==> src/rtl/bin_level_monitor.sv <==
// bin_level_monitor
//   Averages three raw bin fill readings over windows of 2^AVG_LOG2 ticks and
//   publishes, per bin, the averaged reading, an LED thermometer bar, a 0-9
//   decimal level and a hysteretic full alarm, with a valid/ready handshake.
// Ports
//   Clk, Rst                 clock, async active-high reset
//   tick                     one-cycle sample enable
//   level_raw1..3   [7:0]    raw fill readings
//   SENSOR_bin1..3  [7:0]    averaged reading
//   STATUS_bin1..3  [7:0]    thermometer bar (bit k lit at >= 32k+16)
//   VALUE_bin1..3   [3:0]    decimal level 0-9
//   full_alarm      [2:0]    per-bin full flag (set at 9, clear at <= 7)
//   out_valid / out_ready    result handshake
//   overrun                  sticky: an unaccepted result was overwritten
module bin_level_monitor #(
  parameter int AVG_LOG2 = 2
) (
  input  logic       Clk,
  input  logic       Rst,
  input  logic       tick,
  input  logic [7:0] level_raw1,
  input  logic [7:0] level_raw2,
  input  logic [7:0] level_raw3,
  output logic [7:0] SENSOR_bin1,
  output logic [7:0] SENSOR_bin2,
  output logic [7:0] SENSOR_bin3,
  output logic [7:0] STATUS_bin1,
  output logic [7:0] STATUS_bin2,
  output logic [7:0] STATUS_bin3,
  output logic [3:0] VALUE_bin1,
  output logic [3:0] VALUE_bin2,
  output logic [3:0] VALUE_bin3,
  output logic [2:0] full_alarm,
  output logic       out_valid,
  input  logic       out_ready,
  output logic       overrun
);
  localparam int ACC_W = 8 + AVG_LOG2;

  typedef enum logic {ACCUM, COMPUTE} state_t;

  state_t                      state_q, state_d;
  logic [2:0][ACC_W-1:0]       acc_q, acc_d, sum_q, sum_d;
  logic [AVG_LOG2-1:0]         cnt_q, cnt_d;
  logic [2:0][7:0]             sensor_q, sensor_d, status_q, status_d;
  logic [2:0][3:0]             value_q, value_d;
  logic [2:0]                  alarm_q, alarm_d;
  logic                        valid_q, valid_d, ovr_q, ovr_d;

  logic [2:0][7:0]             raw, avg, bar;
  logic [2:0][11:0]            prod;
  logic [2:0][3:0]             dec;
  logic                        last_tick;

  assign raw       = {level_raw3, level_raw2, level_raw1};
  assign last_tick = tick && (cnt_q == '1);

  // Result datapath, evaluated from the latched window sums.
  always_comb begin
    for (int b = 0; b < 3; b++) begin
      avg[b]  = sum_q[b][ACC_W-1:AVG_LOG2];
      prod[b] = {4'd0, avg[b]} * 12'd10;
      dec[b]  = prod[b][11:8];
      for (int k = 0; k < 8; k++)
        bar[b][k] = (avg[b] >= 8'(32 * k + 16));
    end
  end

  always_comb begin
    state_d  = state_q;
    acc_d    = acc_q;
    cnt_d    = cnt_q;
    sum_d    = sum_q;
    sensor_d = sensor_q;
    status_d = status_q;
    value_d  = value_q;
    alarm_d  = alarm_q;
    valid_d  = valid_q;
    ovr_d    = ovr_q;

    // Sampling runs in both states so a tick in COMPUTE opens the next window.
    if (tick) begin
      for (int b = 0; b < 3; b++)
        acc_d[b] = acc_q[b] + ACC_W'(raw[b]);
      cnt_d = cnt_q + AVG_LOG2'(1);
      if (last_tick) begin
        sum_d = acc_d;
        acc_d = '0;
        cnt_d = '0;
      end
    end

    case (state_q)
      ACCUM:   if (last_tick) state_d = COMPUTE;
      COMPUTE: state_d = ACCUM;
      default: state_d = ACCUM;
    endcase

    if (state_q == COMPUTE) begin
      sensor_d = avg;
      status_d = bar;
      value_d  = dec;
      for (int b = 0; b < 3; b++) begin
        if (dec[b] == 4'd9)      alarm_d[b] = 1'b1;
        else if (dec[b] <= 4'd7) alarm_d[b] = 1'b0;
      end
      valid_d = 1'b1;
      // A same-edge accept consumes the old result, so only an unaccepted one overruns.
      if (valid_q && !out_ready) ovr_d = 1'b1;
    end else if (valid_q && out_ready) begin
      valid_d = 1'b0;
    end
  end

  always_ff @(posedge Clk or posedge Rst) begin
    if (Rst) state_q <= ACCUM;
    else     state_q <= state_d;
  end

  always_ff @(posedge Clk or posedge Rst) begin
    if (Rst) begin
      acc_q    <= '0;
      cnt_q    <= '0;
      sum_q    <= '0;
      sensor_q <= '0;
      status_q <= '0;
      value_q  <= '0;
      alarm_q  <= '0;
      valid_q  <= 1'b0;
      ovr_q    <= 1'b0;
    end else begin
      acc_q    <= acc_d;
      cnt_q    <= cnt_d;
      sum_q    <= sum_d;
      sensor_q <= sensor_d;
      status_q <= status_d;
      value_q  <= value_d;
      alarm_q  <= alarm_d;
      valid_q  <= valid_d;
      ovr_q    <= ovr_d;
    end
  end

  assign SENSOR_bin1 = sensor_q[0];
  assign SENSOR_bin2 = sensor_q[1];
  assign SENSOR_bin3 = sensor_q[2];
  assign STATUS_bin1 = status_q[0];
  assign STATUS_bin2 = status_q[1];
  assign STATUS_bin3 = status_q[2];
  assign VALUE_bin1  = value_q[0];
  assign VALUE_bin2  = value_q[1];
  assign VALUE_bin3  = value_q[2];
  assign full_alarm  = alarm_q;
  assign out_valid   = valid_q;
  assign overrun     = ovr_q;
endmodule

==> config.mk <==
export PLATFORM = sky130hd
export DESIGN_NAME = bin_level_monitor
export DESIGN_NICKNAME = d
export VERILOG_FILES = /design/src/rtl/bin_level_monitor.sv
export SDC_FILE = /design/constraint.sdc
export NUM_CORES = 1
export LEC_CHECK = 0
export ABC_AREA = 1
export CORE_MARGIN = 3
export CORE_UTILIZATION = 40
export DETAILED_ROUTE_END_ITERATION = 6
export HOLD_SLACK_MARGIN = 0.15
export SETUP_SLACK_MARGIN = 0.1
export SYNTH_ARGS = -nofsm -noshare
export SYNTH_HDL_FRONTEND = slang
export SYNTH_SLANG_ARGS = --single-unit
==> constraint.sdc <==
create_clock -name Clk -period 4.8 [get_ports Clk]
set_clock_uncertainty 0.15 [all_clocks]
set_input_delay 0.48 -clock Clk [delete_from_list [all_inputs] [get_ports Clk]]
set_output_delay 0.48 -clock Clk [all_outputs]
set_load 0.01 [all_outputs]
Yosys cells after proc, flatten, opt, wreduce, memory -nomap -nowiden
Index checks and enable logic that the tools add are counted.

Add/sub/neg operators: 4. Multiply operators: 3. $lt $le $gt $ge: 27. Eq/ne operators: 4. Mux-type cells: 12. Bitwise logic cells: 1. Reduce and logical (&&, ||, !) cells: 13.

Operators by type and width (count): $ge A8 B8 Y1 const B (12); $ge A8 B7 Y1 const B (6); $mul A8 B3 Y11 const B (3); $add A10 B8 Y10 (3); $mux W30 (1); $ge A8 B5 Y1 const B (3); $ge A8 B6 Y1 const B (3); $eq A4 B4 Y1 const B (3); $le A4 B3 Y1 const B (3); $reduce_and A2 Y1 (5); $mux W1 (9); $reduce_bool A2 Y1 (4); $logic_and A1 B1 Y1 (3); $add A2 B1 Y2 const B (1); $eq A2 B2 Y1 const B (1); $mux W2 (1); $pmux W1 S2 (1); $logic_not A1 Y1 (1); $not A1 Y1 (1).

Register bits after elaboration: 128. Output and inout bits: 65. Word-level logic and storage cells: 86.

Longest topological paths before layout
Gate-level depths: netlist (run 1).

Depth in word-level cells: 4. Mapped depth: 11. Mapped depth without buffers: 11.

Worst setup path before layout (run 1)
OpenSTA, ideal clock, no wires.

Kind: register to register. Start: reg sum_q (netlist bit avg[21]). End: reg value_q (netlist bit VALUE_bin3[3]). Setup time: 0.119 ns. Arrival time: 1.680 ns. Setup slack: 2.851 ns. Stages on the path, launching flop included: 10. Path buffers: 0. Cell sequence: dfrtp_1 -> ha_1 -> ha_1 -> nand2_1 -> inv_1 -> o21ai_0 -> nand3_1 -> nand2_1 -> nand3_1 -> o21a_1.

Longest elaborated chain between the ends: 1.

Ends and longest elaborated chain: start, declared (line 43) `logic [2:0][ACC_W-1:0] acc_q, acc_d, sum_q, sum_d;`; start signal, assigned (line 134) `sum_q <= sum_d;`; $mul A8 B3 Y11 (line 62) `prod[b] = {4'd0, avg[b]} * 12'd10;`; end signal, assigned (line 137) `value_q <= value_d;`; end, declared (line 46) `logic [2:0][3:0] value_q, value_d;`.

No other way between the ends. A chain may end at the register's enable or synchronous reset.

Final worst setup path (run 1)
Start: reg sum_q (netlist bit avg[21]). End: reg alarm_q[2] (netlist: full_alarm[2]).

Longest elaborated chain between the ends: 4.

Ends and longest elaborated chain: $mul A8 B3 Y11 (*) (line 62); $le A4 B3 Y1 or $eq A4 B4 Y1 (tied branches) (line 105, 104); $reduce_bool A2 Y1 (no line); $reduce_and A2 Y1 (no line); end signal, assigned (line 138) `alarm_q <= alarm_d;`; end, declared (line 47) `logic [2:0] alarm_q, alarm_d;`.

Every way passes the cells marked *; elsewhere a longest branch is shown, timed or not.

==> flow_metrics.env, run 1 <==
export IMPL_fin_crit_ns=2.24
export IMPL_syn_inst=814
export IMPL_dieArea_sq_um=18300
export IMPL_antenna_found_initial=0
export IMPL_power_leakage_nw=4.36
export IMPL_grt_use_met3_pct=3.79
export IMPL_fmax_ghz=0.447
export IMPL_synth_adder_area_share_pct=11.2
export IMPL_synth_edff_count=0
export IMPL_relSlewSlack_pct=47.9
export IMPL_vdd_drop_max_v=0.000295
export IMPL_gr_usage_met2_pct=27.2
export IMPL_place_area_sq_um=7790
export IMPL_cp_max_fo=7
export IMPL_fp_dieW_um=135
export IMPL_diodes=0
export IMPL_fp_coreArea_sq_um=16100
export IMPL_finalHoldViolations=0
export IMPL_grt_setup_unrepaired="false"
export IMPL_ctsResizeCount=0
export IMPL_clk_latency_ns=0.41
export IMPL_io_buffer_count=92
export IMPL_hold_ws_ns=0.318
export IMPL_cp_start_kind="flop"
export IMPL_pin_count=93
export IMPL_synth_top_family_by_area="simple AND/OR/NAND/NOR gates"
export IMPL_cts_sinks=122
export IMPL_crit_required_ns=4.95
export IMPL_finalPower_w=0.00564
export IMPL_p_per_area_nw_per_um2=671
export IMPL_drt_wirelength_per_cell_um=13.6
export IMPL_synth_async_reset_ratio_pct=100
export IMPL_rows=46
export IMPL_drv_cap=0
export IMPL_viasPerCell=4.85
export IMPL_yosys_warnings=0
export IMPL_htree_num_levels=4
export IMPL_cts_setup_buffers=0
export IMPL_yosysUniqueCellTypes=35
export IMPL_yosys_area_share_simple_pct=25.2
export IMPL_route_detailed_drc=0
export IMPL_synth_compound_area_share_pct=10.1
export IMPL_synth_fp_nets=900
export IMPL_drtPass1Iterations=5
export IMPL_ys_ff_latch=122
export IMPL_design_area_sq_um=8410
export IMPL_area_delta_synth_final_pct=26.1
export IMPL_fp_dieH_um=135
export IMPL_final_cell_mix="301 x nand2_1, 122 x dfrtp_1, 92 x clkdlybuf4s50_1, 71 x inv_1, 55 x ha_1"
export IMPL_use_met1_pct=25.6
export IMPL_synthMuxAreaShare_pct=0
export IMPL_grt_pass1_wl_um=26300
export IMPL_fin_nets=994
export IMPL_initial_utilization_pct=41.4
export IMPL_postCtsHoldBufs=0
export IMPL_place_hpwl_um=11200
export IMPL_first_iter_violations=296
export IMPL_syn_area_per_cell_sq_um=8.19
export IMPL_synth_xor_area_share_pct=1.84
export IMPL_setup_tns_ns=0
export IMPL_end_kind="flop"
export IMPL_num_vias=5512
export IMPL_worstPathArrival_ns=2.39
export IMPL_setup_viol=0
export IMPL_routed_wl_um=15500
export IMPL_ys_seq_area_share_pct=45.8
export IMPL_cts_buffers_inserted=17
export IMPL_slew_viol_final=0
export IMPL_status="finished clean"
export IMPL_grtUsageTotal_pct=17.9
export IMPL_path_clk_slew_ns=0.06
export IMPL_nFillCells=1598
export IMPL_mostFrequentLayoutCell="nand2_1"
export IMPL_fin_crit_sh_pct=46.6
export IMPL_layout_drive_gt1_share_pct=6.08
export IMPL_synth_flop_cell="dfrtp_1"
export IMPL_hold_path_class="flop to flop"
export IMPL_final_antenna_net_count=0
export IMPL_cts_root_buf="clkbuf_16"
export IMPL_tightest_slew_ns=0.781
export IMPL_clk_path_buf_depth=2
export IMPL_syn_area_sq_um=6670
export IMPL_critPathKind="flop to flop"
export IMPL_busiest_layer="met2"
export IMPL_grt_max_degree=63
export IMPL_grt_pass1_vias=5329
export IMPL_tritoncts="done"
export IMPL_place_gp_congestion=0.819
export IMPL_grt_ovfl_total=0
power breakdown:
part / switching [W] / leakage, nW / internal [W] / total [W]
Clock: 0.000491 / 0.300 / 0.000848 / 0.00134
Sequential: 0.000374 / 1.56 / 0.00145 / 0.00183
Combinational: 0.00138 / 2.50 / 0.00110 / 0.00248
per-layer routing:
metal	part of all wire [%]	vias up	wire, um
li1	-	2851	-
met3	3.7	15	579
met5	0	-	0
met4	1.3	0	200
met2	43	107	6680
met1	52	2539	8020
metrics by stage:
stage	instances	util, %	worst slack (ns)
after floorplan	814	-	0.927
after global placement	1105	48.3	2.18
after detailed placement	1105	48.3	2.17
after CTS	1137	52.2	2.57
after global routing	1137	52.2	2.38
final	1137	52.2	2.56
path summary, 6_finish.rpt:
kind / from / end / slack (ns) / cells past startpoint
max: avg[21]$_DFFE_PP0P_ / full_alarm[2]$_DFFE_PP0P_ / 2.56 / 10
min: SENSOR_bin3[5]$_DFFE_PP0P_ / SENSOR_bin3[5]$_DFFE_PP0P_ / 0.32 / 2
max reg2reg: avg[21]$_DFFE_PP0P_ / full_alarm[2]$_DFFE_PP0P_ / 2.56 / 10
min reg2reg: SENSOR_bin3[5]$_DFFE_PP0P_ / SENSOR_bin3[5]$_DFFE_PP0P_ / 0.32 / 2
max in group asynchronous: Rst / SENSOR_bin3[7]$_DFFE_PP0P_ / 3.11 / 3
min in group asynchronous: Rst / SENSOR_bin2[0]$_DFFE_PP0P_ / 0.41 / 2
critical path, cell delays in order (launching register included):
cell	delay (ns)
dfrtp_1	0.55
ha_1	0.31
ha_1	0.33
nand2_1	0.07
inv_1	0.03
o21ai_0	0.20
nand3_1	0.13
nand2_1	0.12
nand3_1	0.11
nand2_1	0.09
nand2_1	0.05
synth_stat cells, drive strengths merged (2+ instances only):
| cell | count | area, sq um |
|---|---|---|
| nand2 | 306 | 1160 |
| dfrtp | 122 | 3050 |
| inv | 75 | 282 |
| o21ai | 57 | 300 |
| ha | 55 | 688 |
| nand3 | 45 | 225 |
| a21oi | 35 | 190 |
| nor2 | 27 | 111 |
| nand4 | 14 | 87.6 |
| buf | 13 | 76.3 |
| nand3b | 9 | 67.6 |
| clkbuf | 8 | 30.0 |
| xor2 | 8 | 70.1 |
| xnor2 | 6 | 52.6 |
| nor3 | 5 | 25.0 |
| o21bai | 4 | 30.0 |
| a21boi | 3 | 22.5 |
| a22o | 3 | 26.3 |
| a31oi | 3 | 18.8 |
| fa | 3 | 60.1 |
| o21a | 3 | 22.5 |
| o22ai | 3 | 18.8 |
| o31ai | 3 | 22.5 |
| a21o | 2 | 15.0 |
sequential cells by signal (all words and copies together) (netlist names), 3 cells and up:
signal       count
VALUE_bin1       4
avg             24
SENSOR_bin2      8
SENSOR_bin1      8
STATUS_bin3      8
VALUE_bin3       4
SENSOR_bin3      8
acc_q           30
VALUE_bin2       4
full_alarm       3
STATUS_bin1      8
STATUS_bin2      8
final cells by class:
type                            instances  area, sq um  area share (%)
Multi-Input combinational cell        596         3230            38.4
Sequential cell                       122         3050            36.3
Timing Repair Buffer                   96          951            11.3
Clock buffer                           19          453            5.39
Inverter                               75          284            3.38
Tap cell                              216          270            3.21
Clock inverter                         13          168            1.99
cell families after synthesis:
| kind of cell | after synthesis |
|---|---|
| xor gates and xnor gates | 14 |
| adders and majority gates | 58 |
| AOI/OAI and AO/OA | 117 |
| buffers and inverters | 96 |
| DFF | 122 |
| and+or+nand+nor | 407 |
(Power assumes the default switching activity.)
==> run 2: changes to the inputs <==
clock period = 2.3 ns   (was 4.8 ns; I/O delays follow)
==> flow_metrics.env, run 2 (synthesis gave the netlist of run 1 again) <==
export IMPL_drt_wirelength_per_cell_um=13.8
export IMPL_final_antenna_net_count=0
export IMPL_pre_cts_slack_ns=0.0426
export IMPL_hold_path_class="input pin to async pin"
export IMPL_io_buffer_count=92
export IMPL_tightest_slew_ns=0.520
export IMPL_busiest_layer="met2"
export IMPL_setup_viol=0
export IMPL_worstPathArrival_ns=2.26
export IMPL_fp_dieH_um=135
export IMPL_first_iter_violations=324
export IMPL_dieArea_sq_um=18300
export IMPL_cts_buffers_inserted=17
export IMPL_pin_count=93
export IMPL_fin_crit_ns=2.11
export IMPL_clk_path_buf_depth=2
export IMPL_regToRegStartpoint="avg[4]$_DFFE_PP0P_"
export IMPL_drtPass1Iterations=5
export IMPL_finalHoldViolations=0
export IMPL_use_met1_pct=26.3
export IMPL_multiInputGateArea_sq_um=3270
export IMPL_fmax_ghz=0.474
export IMPL_place_gp_congestion=0.819
export IMPL_cts_sinks=122
export IMPL_cpPeakStageDelay_ns=0.48
export IMPL_fin_nets=1018
export IMPL_r2r_slack_ns=0.19
export IMPL_place_hpwl_um=11600
export IMPL_p_per_area_nw_per_um2=1400
export IMPL_grt_pass1_vias=5516
export IMPL_path_clk_slew_ns=0.06
export IMPL_r2r_cells=9
export IMPL_crit_required_ns=2.45
export IMPL_end_kind="flop"
export IMPL_diodes=0
export IMPL_drv_cap=0
export IMPL_initial_utilization_pct=41.4
export IMPL_vdd_drop_max_v=0.000582
export IMPL_power_leakage_nw=4.47
export IMPL_htree_num_levels=4
export IMPL_top_register="acc_q"
export IMPL_register_area_sq_um=3060
export IMPL_routed_wl_um=16000
export IMPL_final_cell_mix="300 x nand2_1, 117 x dfrtp_1, 92 x clkdlybuf4s50_1, 71 x inv_1, 53 x ha_1"
export IMPL_slew_viol_final=0
export IMPL_grt_setup_unrepaired="true"
export IMPL_reg2reg_to="VALUE_bin1[2]$_DFFE_PP0P_"
export IMPL_grt_max_degree=94
export IMPL_gr_usage_met2_pct=27.7
export IMPL_setup_slack_ns=0.188
export IMPL_largest_reg_flops=30
export IMPL_status="finished clean"
export IMPL_viasPerCell=4.93
export IMPL_grt_use_met3_pct=3.79
export IMPL_setup_tns_ns=0
export IMPL_grt_ovfl_total=0
export IMPL_area_delta_synth_final_pct=29.5
export IMPL_antenna_found_initial=0
export IMPL_grtUsageTotal_pct=18.3
export IMPL_route_detailed_drc=0
export IMPL_grt_pass1_wl_um=26800
export IMPL_fin_crit_sh_pct=91.8
export IMPL_fp_coreArea_sq_um=16100
export IMPL_crit_path_top_delay_cell="dfrtp_1"
export IMPL_cp_max_fo=7
export IMPL_path_cells="ha_1, ha_1, nand2_1, inv_1, nand3_1, o21ai_1, inv_1, nand3_1, nand2_1"
export IMPL_cp_start_kind="flop"
export IMPL_clk_latency_ns=0.42
export IMPL_layout_drive_gt1_share_pct=9.32
export IMPL_critPathKind="flop to flop"
export IMPL_mostFrequentLayoutCell="nand2_1"
export IMPL_rows=46
export IMPL_relSlewSlack_pct=65.3
export IMPL_num_vias=5713
export IMPL_fp_dieW_um=135
export IMPL_tritoncts="done"
export IMPL_cts_root_buf="clkbuf_16"
export IMPL_nFillCells=1546
## run 2: per-layer routing
metal  up-vias  routed length (um)  share of wire, %
met3        20                 719               4.5
met4         0                 219               1.4
met2       138                7020                44
li1       2896                   -                 -
met1      2659                8070                50
met5         -                   0                 0
## run 2: power by group
group          internal, W  switching (W)
logic              0.00255        0.00311
registers          0.00304       0.000654
clock network      0.00184       0.000934
## run 2: worst max path at each step
stage                                    from                   endpoint  slack (ns)  depth (start not counted)
after detailed placement        level_raw3[0]        avg[22]$_DFFE_PP0P_        0.04                         10
final                      avg[4]$_DFFE_PP0P_  VALUE_bin1[2]$_DFFE_PP0P_        0.19                          9
after global placement          level_raw3[0]        avg[22]$_DFFE_PP0P_        0.08                         10
after global routing      avg[20]$_DFFE_PP0P_  VALUE_bin3[3]$_DFFE_PP0P_        0.09                          9
after floorplan           avg[21]$_DFFE_PP0P_  VALUE_bin3[3]$_DFFE_PP0P_        0.35                          9
after CTS                 avg[21]$_DFFE_PP0P_  full_alarm[2]$_DFFE_PP0P_        0.13                         10
## run 2: worst max-delay path, delay by kind of cell (launching register included)
family	cells	cell delay, ns
flops	1	0.48
simple gates	4	0.28
buf+inv	2	0.20
compound gates	1	0.23
fa+ha+maj	2	0.66
## run 2: timing repair
item | CTS | global route
setup buffers | 0 | 7
resized for setup | 0 | 13
hold buffers | 0 | 0
endpoints found under the hold margin | 0 | 0
endpoints found under the setup margin | 0 | 10
## run 2: metrics by stage
step / instance area, sq um / instances / utilization, % / hold WS [ns] / power (W)
2_1_floorplan: 6670 / 814 / - / 0.176 / 0.00714
3_3_place_gp: 7930 / 1122 / 49.2 / 0.300 / 0.00908
3_5_place_dp: 7930 / 1122 / 49.2 / 0.305 / 0.00918
4_1_cts: 8540 / 1153 / 53.0 / 0.168 / 0.0120
5_1_grt: 8640 / 1160 / 53.6 / 0.224 / 0.0132
6_report: 8640 / 1160 / 53.6 / 0.154 / 0.0121
## run 2: cell type report
| cell class | count | share of cell area [%] |
|---|---|---|
| Inverter | 75 | 3.30 |
| Timing Repair Buffer | 120 | 13.2 |
| Multi-Input combinational cell | 596 | 37.8 |
| Sequential cell | 122 | 35.4 |
| Clock buffer | 24 | 5.81 |
| Tap cell | 216 | 3.13 |
| Clock inverter | 7 | 1.30 |
